[config.mk]
export PLATFORM = sky130hd
export DESIGN_NAME = mul_div_unit_flat
export DESIGN_NICKNAME = d
export VERILOG_FILES = /design/src/rtl/mul_div_pkg.sv /design/src/rtl/mul_div_unit_if.sv /design/src/rtl/mul_div_unit_div_step.sv /design/src/rtl/mul_div_unit.sv /design/src/flat_wrapper.sv
export SDC_FILE = /design/constraint.sdc
export NUM_CORES = 1
export LEC_CHECK = 0
export CORE_MARGIN = 3
export CORE_UTILIZATION = 45
export DETAILED_ROUTE_END_ITERATION = 10
export DONT_BUFFER_PORTS = 1
export SKIP_CTS_REPAIR_TIMING = 1
export SLEW_MARGIN = 10
export SYNTH_ARGS = -nofsm -noshare
export SYNTH_HDL_FRONTEND = slang
export SYNTH_HIERARCHICAL = 1
export SYNTH_SLANG_ARGS = --single-unit
export TNS_END_PERCENT = 20
[constraint.sdc]
create_clock -name clk -period 7.6 [get_ports clk]
set_clock_uncertainty 0.05 [all_clocks]
set_input_delay 1.52 -clock clk [delete_from_list [all_inputs] [get_ports clk]]
set_output_delay 1.52 -clock clk [all_outputs]
set_load 0.01 [all_outputs]
[src/rtl/mul_div_pkg.sv]
`default_nettype none
// ============================================================================
//  Module   : mul_div_pkg
//  Purpose  : Shared op encodings, FSM state type and operation decode
//             helpers for the iterative RV32M multiply/divide unit.
//  Revision : 1.0  initial release
// ============================================================================
package mul_div_pkg;

    // funct3 encodings of the M-extension operations
    localparam logic [2:0] MD_MUL    = 3'b000;
    localparam logic [2:0] MD_MULH   = 3'b001;
    localparam logic [2:0] MD_MULHSU = 3'b010;
    localparam logic [2:0] MD_MULHU  = 3'b011;
    localparam logic [2:0] MD_DIV    = 3'b100;
    localparam logic [2:0] MD_DIVU   = 3'b101;
    localparam logic [2:0] MD_REM    = 3'b110;
    localparam logic [2:0] MD_REMU   = 3'b111;

    typedef enum logic [1:0] {
        MD_IDLE = 2'd0,
        MD_CALC = 2'd1,
        MD_DONE = 2'd2
    } md_state_e;

    // Every divide/remainder op has funct3[2] set
    function automatic logic is_div(input logic [2:0] op);
        return op[2];
    endfunction

    // rs1 is treated as signed for MULH, MULHSU, DIV and REM
    function automatic logic is_signed_a(input logic [2:0] op);
        return (op == MD_MULH) || (op == MD_MULHSU) ||
               (op == MD_DIV)  || (op == MD_REM);
    endfunction

    // rs2 is treated as signed for MULH, DIV and REM
    function automatic logic is_signed_b(input logic [2:0] op);
        return (op == MD_MULH) || (op == MD_DIV) || (op == MD_REM);
    endfunction

endpackage
`default_nettype wire

[src/rtl/mul_div_unit_if.sv]
`default_nettype none
// ============================================================================
//  Module   : mul_div_if
//  Purpose  : Request/response bundle between the execute stage and the
//             multiply/divide unit.
//  Revision : 1.0  initial release
// ============================================================================
interface mul_div_if #(
    parameter int WIDTH = 32
) ();
    logic             start;
    logic [2:0]       op;
    logic [WIDTH-1:0] A;
    logic [WIDTH-1:0] B;
    logic             busy;
    logic             done;
    logic [WIDTH-1:0] res;

    // Execute-stage side issues requests and observes the result
    modport master (output start, output op, output A, output B,
                    input  busy,  input  done, input  res);

    // Unit side
    modport slave  (input  start, input  op, input  A, input  B,
                    output busy,  output done, output res);
endinterface
`default_nettype wire

[src/rtl/mul_div_unit_div_step.sv]
`default_nettype none
// ============================================================================
//  Module   : div_step
//  Purpose  : One combinational restoring-division step: shift in the next
//             dividend bit, trial-subtract the divisor, keep or restore.
//  Revision : 1.0  initial release
// ============================================================================
module div_step #(
    parameter int WIDTH = 32
) (
    input  wire logic [WIDTH:0]   rem_i,
    input  wire logic             dividend_bit_i,
    input  wire logic [WIDTH-1:0] divisor_i,
    output logic      [WIDTH:0]   rem_o,
    output logic                  q_bit_o
);
    logic [WIDTH+1:0] shifted;
    logic [WIDTH+1:0] diff;

    // Trial subtract one bit wider than the remainder so the borrow survives
    always_comb begin
        shifted = {rem_i, dividend_bit_i};
        diff    = shifted - {2'b00, divisor_i};
        q_bit_o = ~diff[WIDTH+1];
        rem_o   = diff[WIDTH+1] ? shifted[WIDTH:0] : diff[WIDTH:0];
    end
endmodule
`default_nettype wire

[src/rtl/mul_div_unit.sv]
`default_nettype none
// ============================================================================
//  Module   : mul_div_unit
//  Purpose  : Iterative RV32M multiply/divide. Shift-add multiply and
//             restoring divide on operand magnitudes, one bit per cycle,
//             with sign fix-up applied on the final iteration.
//  Revision : 1.0  initial release
// ============================================================================
module mul_div_unit
    import mul_div_pkg::*;
#(
    parameter int WIDTH = 32
) (
    input  wire logic clk,
    input  wire logic rst_n,
    mul_div_if.slave  bus
);
    localparam int               CNT_W    = $clog2(WIDTH);
    localparam logic [CNT_W-1:0] CNT_LAST = CNT_W'(WIDTH - 1);
    localparam logic [WIDTH-1:0] INT_MIN  = {1'b1, {(WIDTH-1){1'b0}}};

    md_state_e          state_q,   state_d;
    logic [CNT_W-1:0]   cnt_q,     cnt_d;
    logic [2:0]         op_q,      op_d;
    logic               neg_res_q, neg_res_d;   // product/quotient sign
    logic               neg_rem_q, neg_rem_d;   // remainder follows sign of A
    logic [WIDTH-1:0]   opnd_q,    opnd_d;      // multiplicand or divisor
    logic [2*WIDTH-1:0] acc_q,     acc_d;       // product, or dividend/quotient in low half
    logic [WIDTH:0]     rem_q,     rem_d;
    logic [WIDTH-1:0]   res_q,     res_d;
    logic               busy_q,    busy_d;
    logic               done_q,    done_d;

    logic [WIDTH-1:0]   mag_a, mag_b;
    logic               sgn_a, sgn_b;
    logic [WIDTH:0]     mul_sum;
    logic [2*WIDTH-1:0] mul_acc_next, prod_fix;
    logic [WIDTH:0]     div_rem_next;
    logic               div_q_bit;
    logic [WIDTH-1:0]   quo_next, quo_fix, rem_fix;

    div_step #(.WIDTH(WIDTH)) u_div_step (
        .rem_i          (rem_q),
        .dividend_bit_i (acc_q[WIDTH-1]),
        .divisor_i      (opnd_q),
        .rem_o          (div_rem_next),
        .q_bit_o        (div_q_bit)
    );

    // Operand magnitudes, one iteration of each datapath, and signed results
    always_comb begin
        sgn_a        = is_signed_a(bus.op) & bus.A[WIDTH-1];
        sgn_b        = is_signed_b(bus.op) & bus.B[WIDTH-1];
        mag_a        = sgn_a ? -bus.A : bus.A;
        mag_b        = sgn_b ? -bus.B : bus.B;
        mul_sum      = {1'b0, acc_q[2*WIDTH-1:WIDTH]} + (acc_q[0] ? {1'b0, opnd_q} : '0);
        mul_acc_next = {mul_sum, acc_q[WIDTH-1:1]};
        quo_next     = {acc_q[WIDTH-2:0], div_q_bit};
        prod_fix     = neg_res_q ? -mul_acc_next : mul_acc_next;
        quo_fix      = neg_res_q ? -quo_next : quo_next;
        rem_fix      = neg_rem_q ? -div_rem_next[WIDTH-1:0] : div_rem_next[WIDTH-1:0];
    end

    // Next-state, datapath update and registered output values
    always_comb begin
        state_d   = state_q;
        cnt_d     = cnt_q;
        op_d      = op_q;
        neg_res_d = neg_res_q;
        neg_rem_d = neg_rem_q;
        opnd_d    = opnd_q;
        acc_d     = acc_q;
        rem_d     = rem_q;
        res_d     = res_q;
        busy_d    = 1'b0;
        done_d    = 1'b0;

        case (state_q)
            MD_IDLE, MD_DONE: begin
                state_d = MD_IDLE;
                if (bus.start) begin
                    op_d      = bus.op;
                    cnt_d     = '0;
                    rem_d     = '0;
                    neg_res_d = sgn_a ^ sgn_b;
                    neg_rem_d = sgn_a;
                    opnd_d    = is_div(bus.op) ? mag_b : mag_a;
                    acc_d     = {{WIDTH{1'b0}}, (is_div(bus.op) ? mag_a : mag_b)};
                    if (is_div(bus.op) && (bus.B == '0)) begin
                        // Divide by zero: quotient all-ones, remainder is the dividend
                        res_d   = bus.op[1] ? bus.A : '1;
                        state_d = MD_DONE;
                        done_d  = 1'b1;
                    end else if (is_div(bus.op) && is_signed_b(bus.op) &&
                                 (bus.A == INT_MIN) && (bus.B == '1)) begin
                        // Signed overflow: quotient wraps to INT_MIN, remainder 0
                        res_d   = bus.op[1] ? '0 : INT_MIN;
                        state_d = MD_DONE;
                        done_d  = 1'b1;
                    end else begin
                        state_d = MD_CALC;
                        busy_d  = 1'b1;
                    end
                end
            end
            MD_CALC: begin
                cnt_d = cnt_q + 1'b1;
                if (is_div(op_q)) begin
                    acc_d[WIDTH-1:0] = quo_next;
                    rem_d            = div_rem_next;
                end else begin
                    acc_d = mul_acc_next;
                end
                if (cnt_q == CNT_LAST) begin
                    state_d = MD_DONE;
                    done_d  = 1'b1;
                    cnt_d   = '0;
                    case (op_q)
                        MD_MUL:                       res_d = prod_fix[WIDTH-1:0];
                        MD_MULH, MD_MULHSU, MD_MULHU: res_d = prod_fix[2*WIDTH-1:WIDTH];
                        MD_DIV, MD_DIVU:              res_d = quo_fix;
                        default:                      res_d = rem_fix;
                    endcase
                end else begin
                    busy_d = 1'b1;
                end
            end
            default: state_d = MD_IDLE;
        endcase
    end

    // State and datapath registers; reset discards any operation in flight
    always_ff @(posedge clk or negedge rst_n) begin
        if (!rst_n) begin
            state_q   <= MD_IDLE;
            cnt_q     <= '0;
            op_q      <= '0;
            neg_res_q <= 1'b0;
            neg_rem_q <= 1'b0;
            opnd_q    <= '0;
            acc_q     <= '0;
            rem_q     <= '0;
            res_q     <= '0;
            busy_q    <= 1'b0;
            done_q    <= 1'b0;
        end else begin
            state_q   <= state_d;
            cnt_q     <= cnt_d;
            op_q      <= op_d;
            neg_res_q <= neg_res_d;
            neg_rem_q <= neg_rem_d;
            opnd_q    <= opnd_d;
            acc_q     <= acc_d;
            rem_q     <= rem_d;
            res_q     <= res_d;
            busy_q    <= busy_d;
            done_q    <= done_d;
        end
    end

    assign bus.busy = busy_q;
    assign bus.done = done_q;
    assign bus.res  = res_q;

endmodule
`default_nettype wire

[src/flat_wrapper.sv]
// flat-port wrapper written by rule: the top's interface ports become plain ports
module mul_div_unit_flat import mul_div_pkg::*;
#(
    parameter int WIDTH = 32
)
  (clk, rst_n, bus_start, bus_op, bus_A, bus_B, bus_busy, bus_done, bus_res);
  mul_div_if #(.WIDTH(WIDTH)) bus_i ();
  input  wire logic clk;
  input  wire logic rst_n;
  input wire logic [$bits(bus_i.start)-1:0] bus_start;
  input wire logic [$bits(bus_i.op)-1:0] bus_op;
  input wire logic [$bits(bus_i.A)-1:0] bus_A;
  input wire logic [$bits(bus_i.B)-1:0] bus_B;
  output wire logic [$bits(bus_i.busy)-1:0] bus_busy;
  output wire logic [$bits(bus_i.done)-1:0] bus_done;
  output wire logic [$bits(bus_i.res)-1:0] bus_res;
  assign bus_i.start = bus_start;
  assign bus_i.op = bus_op;
  assign bus_i.A = bus_A;
  assign bus_i.B = bus_B;
  assign bus_busy = bus_i.busy;
  assign bus_done = bus_i.done;
  assign bus_res = bus_i.res;
  mul_div_unit #(.WIDTH(WIDTH)) u_core (.clk(clk), .rst_n(rst_n), .bus(bus_i));
endmodule
==> results.md <==
* Critical Path Start Type: flip-flop
* Final setup vio count at 0
* Period minus WS final at 6200 ps
* Gpl congestion at 0.983
* WP data required at 7940 ps
* Register-to-Register Path Depth at 18
* Layout cell share with drive strength beyond 1 at 6.15%
* Core Area at 0.0388 mm²
* Pwr dens at 576 mW/mm²
* CTS tree: yes
* Gr ovfl total at 0
* Root buf cell: clkbuf_16
* Antenna Violating Nets Remaining at 0
* Synth Area in Adders at 5.30%
* CTS Buf Count at 17
* Number of port buffers at 0
* Setup slack at placement at 1510 ps
* CP max FO at 7
* Ys Warns at 6
* Chip Width at 205 µm
* Peak VDD IR at 0.246 mV
* XOR/XNOR Fraction of Synth Area at 10.9%
* # rows at 72
* Die ar. at 0.0419 mm²
* Unrepaired setup endpoints after global routing: no
* Cells along the critical path: inv_1 -> ha_1 -> nor2b_1 -> o31ai_1 -> a211oi_2 -> o31ai_1 -> and3_4 -> o31ai_4 -> xor2_4 -> mux2_1 -> or4_1 -> or4_1 -> or4_1 -> o31ai_1 -> xor2_1 -> a221o_1 -> a21oi_1 -> a221o_1
* Final setup TNS at 0 ps
* Fin cells at 2763
* Fmax at 0.161 GHz
* Die height at 205 µm
* R2r setup slk at 1400 ps
* Post-synth ARST share at 100%
* Clk buf depth at 2
* Placed Instances at 2730
* Post-layout net count at 2375
* FF+latch count, synth at 175
* Syn Area/Cell at 7.51 µm²
* Post-synth EDFFs at 0
* CP arrival at 6540 ps
* CTS sink count at 175
* Post-DP HPWL at 50.5 mm
* Starting DRC count in detailed routing at 1621
* Post-route DRC at 0
* Seq/Total Area, Yosys at 24.6%
* Final Power at 0.0107 W
* Area of the mapped netlist at 0.0178 mm²
* Post-synthesis mux area share at 4.67%
* Relative slew slack at 26.5%
* Outcome: finished, final reports clean
* Simple-gate share of the synthesized area at 23.2%
* Worst path slowest cell: or4_1
* Area Growth Syn to Fin at 4.23%
* Worst Path Buf+Inv at 1
* Worst Max-Slew Pin Slew at 1100 ps
* First-pass iteration count of the detailed router at 5
* Worst-path clk slew at 80 ps
* Crit path capture type: flip-flop
* Hold depth at 2
* IO Pins at 104
* Final WL at 66.6 mm
* GRT Overall Usage at 31.6%
* DR vias at 17.7k
* Slew Limit Fails at 0
* Largest net degree at the start of global routing at 176
* Post-synthesis cell type count at 91
* Starting density of the core at 45.8%
* Syn Inst Count at 2365
* Fin. Hold Viols at 0
* Cell family with most CP delay: compound AO/OA/AOI/OAI gates
* Crit Path Class: flip-flop to flip-flop
* Final setup margin at 1400 ps
* Largest family of logic cells by synthesized area: compound AO/OA/AOI/OAI gates
* Largest stage delay, worst path at 600 ps
* Vias/cell at 6.39
* WP depth at 18
* Vias in the first global route at 16.4k
* Hold crit path type: flip-flop to flip-flop
* Leak at 7.53 nW
* Syn_nets at 2509
* Synth Area in Compound Gates at 25.8%
* Period Utilization, post-route at 81.6%
* Main flop type after synthesis: dfrtp_1
* Clk_lat worst skew at 500 ps
* Initial antenna violation count at 3
* DR WL/cell at 24.1 µm
* Maxcap violations at 0
* CTS H-Tree Depth at 4
* First-pass GRT wire length at 100 mm
[cells by family after synthesis]
| kind of cell | after synthesis |
|---|---|
| buf+inv | 244 |
| simple gates | 851 |
| mux | 77 |
| fa+ha+maj | 74 |
| compound gates | 723 |
| xor+xnor | 221 |
| flops | 175 |
[where the power goes]
part / internal, W / leakage, nW / total [W] / switching (W)
clock: 0.000494 / 0.289 / 0.000951 / 0.000458
combinational: 0.00283 / 5.09 / 0.00767 / 0.00484
sequential: 0.00137 / 2.15 / 0.00205 / 0.000672
total: 0.00470 / 7.53 / 0.0107 / 0.00597
[tightest hold or removal path, delay by kind of cell, from the launching register on]
family | cells | cell delay (ps)
AO/OA/AOI/OAI | 1 | 60
flip-flops | 1 | 370
AND/OR/NAND/NOR | 1 | 50
[metrics by stage]
stage	cell area [µm²]	hold slack, ps	util [%]
6_report	18500	460	47.7
5_1_grt	18500	489	47.7
4_1_cts	18500	460	47.7
3_5_place_dp	17900	443	46.1
3_3_place_gp	17900	435	46.1
2_1_floorplan	17800	410	-
[area by class of cell]
class	count	area, µm²
antenna	1	2.50
fill	3906	20300
sequential	175	4380
timing repair buffer	24	180
tap	518	648
clock inverter	15	173
multi-input combinational	1946	12500
inverter	67	251
clock buffer	17	425
[worst paths after layout]
path,start,endpoint
max in group asynchronous,rst_n,u_core/rem_q[27]
worst max register to register,u_core/acc_q[31],u_core/bus.res[17]
min in group asynchronous,rst_n,u_core/acc_q[37]
worst min register to register,u_core/opnd_q[22],u_core/opnd_q[22]
worst min-delay path,u_core/opnd_q[22],u_core/opnd_q[22]
worst max-delay path,u_core/acc_q[31],u_core/bus.res[17]
[layout by cell type (no fill, tap or decap), types with 21 or more instances in the layout]
cell type	n
ha_1	72
nand4_1	30
inv_1	66
mux2i_1	30
xnor2_1	120
o21ai_0	219
a21o_1	37
a21oi_1	186
nor2_1	178
or3_1	21
xor2_1	100
nand2_1	309
nor3_1	40
dfrtp_1	173
o31ai_1	45
a211oi_1	34
o22ai_1	23
and2_1	50
mux2_2	27
nand3_1	94
buf_4	24
[layer usage]
metal  part of all wire, %  GRT usage (%)  wire length (µm)  up-vias
met4                   3.7           12.0              2460        0
met2                    45           48.9             29700      751
met5                     0              0                 0        -
met1                    44           43.2             29100     8538
li1                      -              -                 -     8256
met3                   8.0           6.71              5300      110
[registers in the layout, indices dropped and copies added, names as in the netlist]
signal	flops
u_core/cnt_q	5
u_core/rem_q	33
u_core/bus.done	1
u_core/acc_q	64
u_core/neg_rem_q	1
u_core/neg_res_q	1
u_core/bus.res	32
u_core/opnd_q	32
u_core/op_q	3
u_core/bus.busy	1
u_core/state_q	2
[Yosys cell counts, drive strengths merged (40+ instances only)]
| library cell | instances | area [µm²] |
|---|---|---|
| nor3 | 40 | 200 |
| o21ai | 226 | 1130 |
| dfrtp | 175 | 4380 |
| a21oi | 188 | 945 |
| clkbuf | 143 | 537 |
| inv | 66 | 248 |
| and2 | 50 | 313 |
| xor2 | 101 | 885 |
| ha | 72 | 901 |
| o31ai | 46 | 359 |
| nand3 | 94 | 470 |
| mux2 | 47 | 529 |
| nand2 | 311 | 1170 |
| nor2 | 180 | 683 |
| xnor2 | 120 | 1050 |
(Power assumes the default switching activity.)
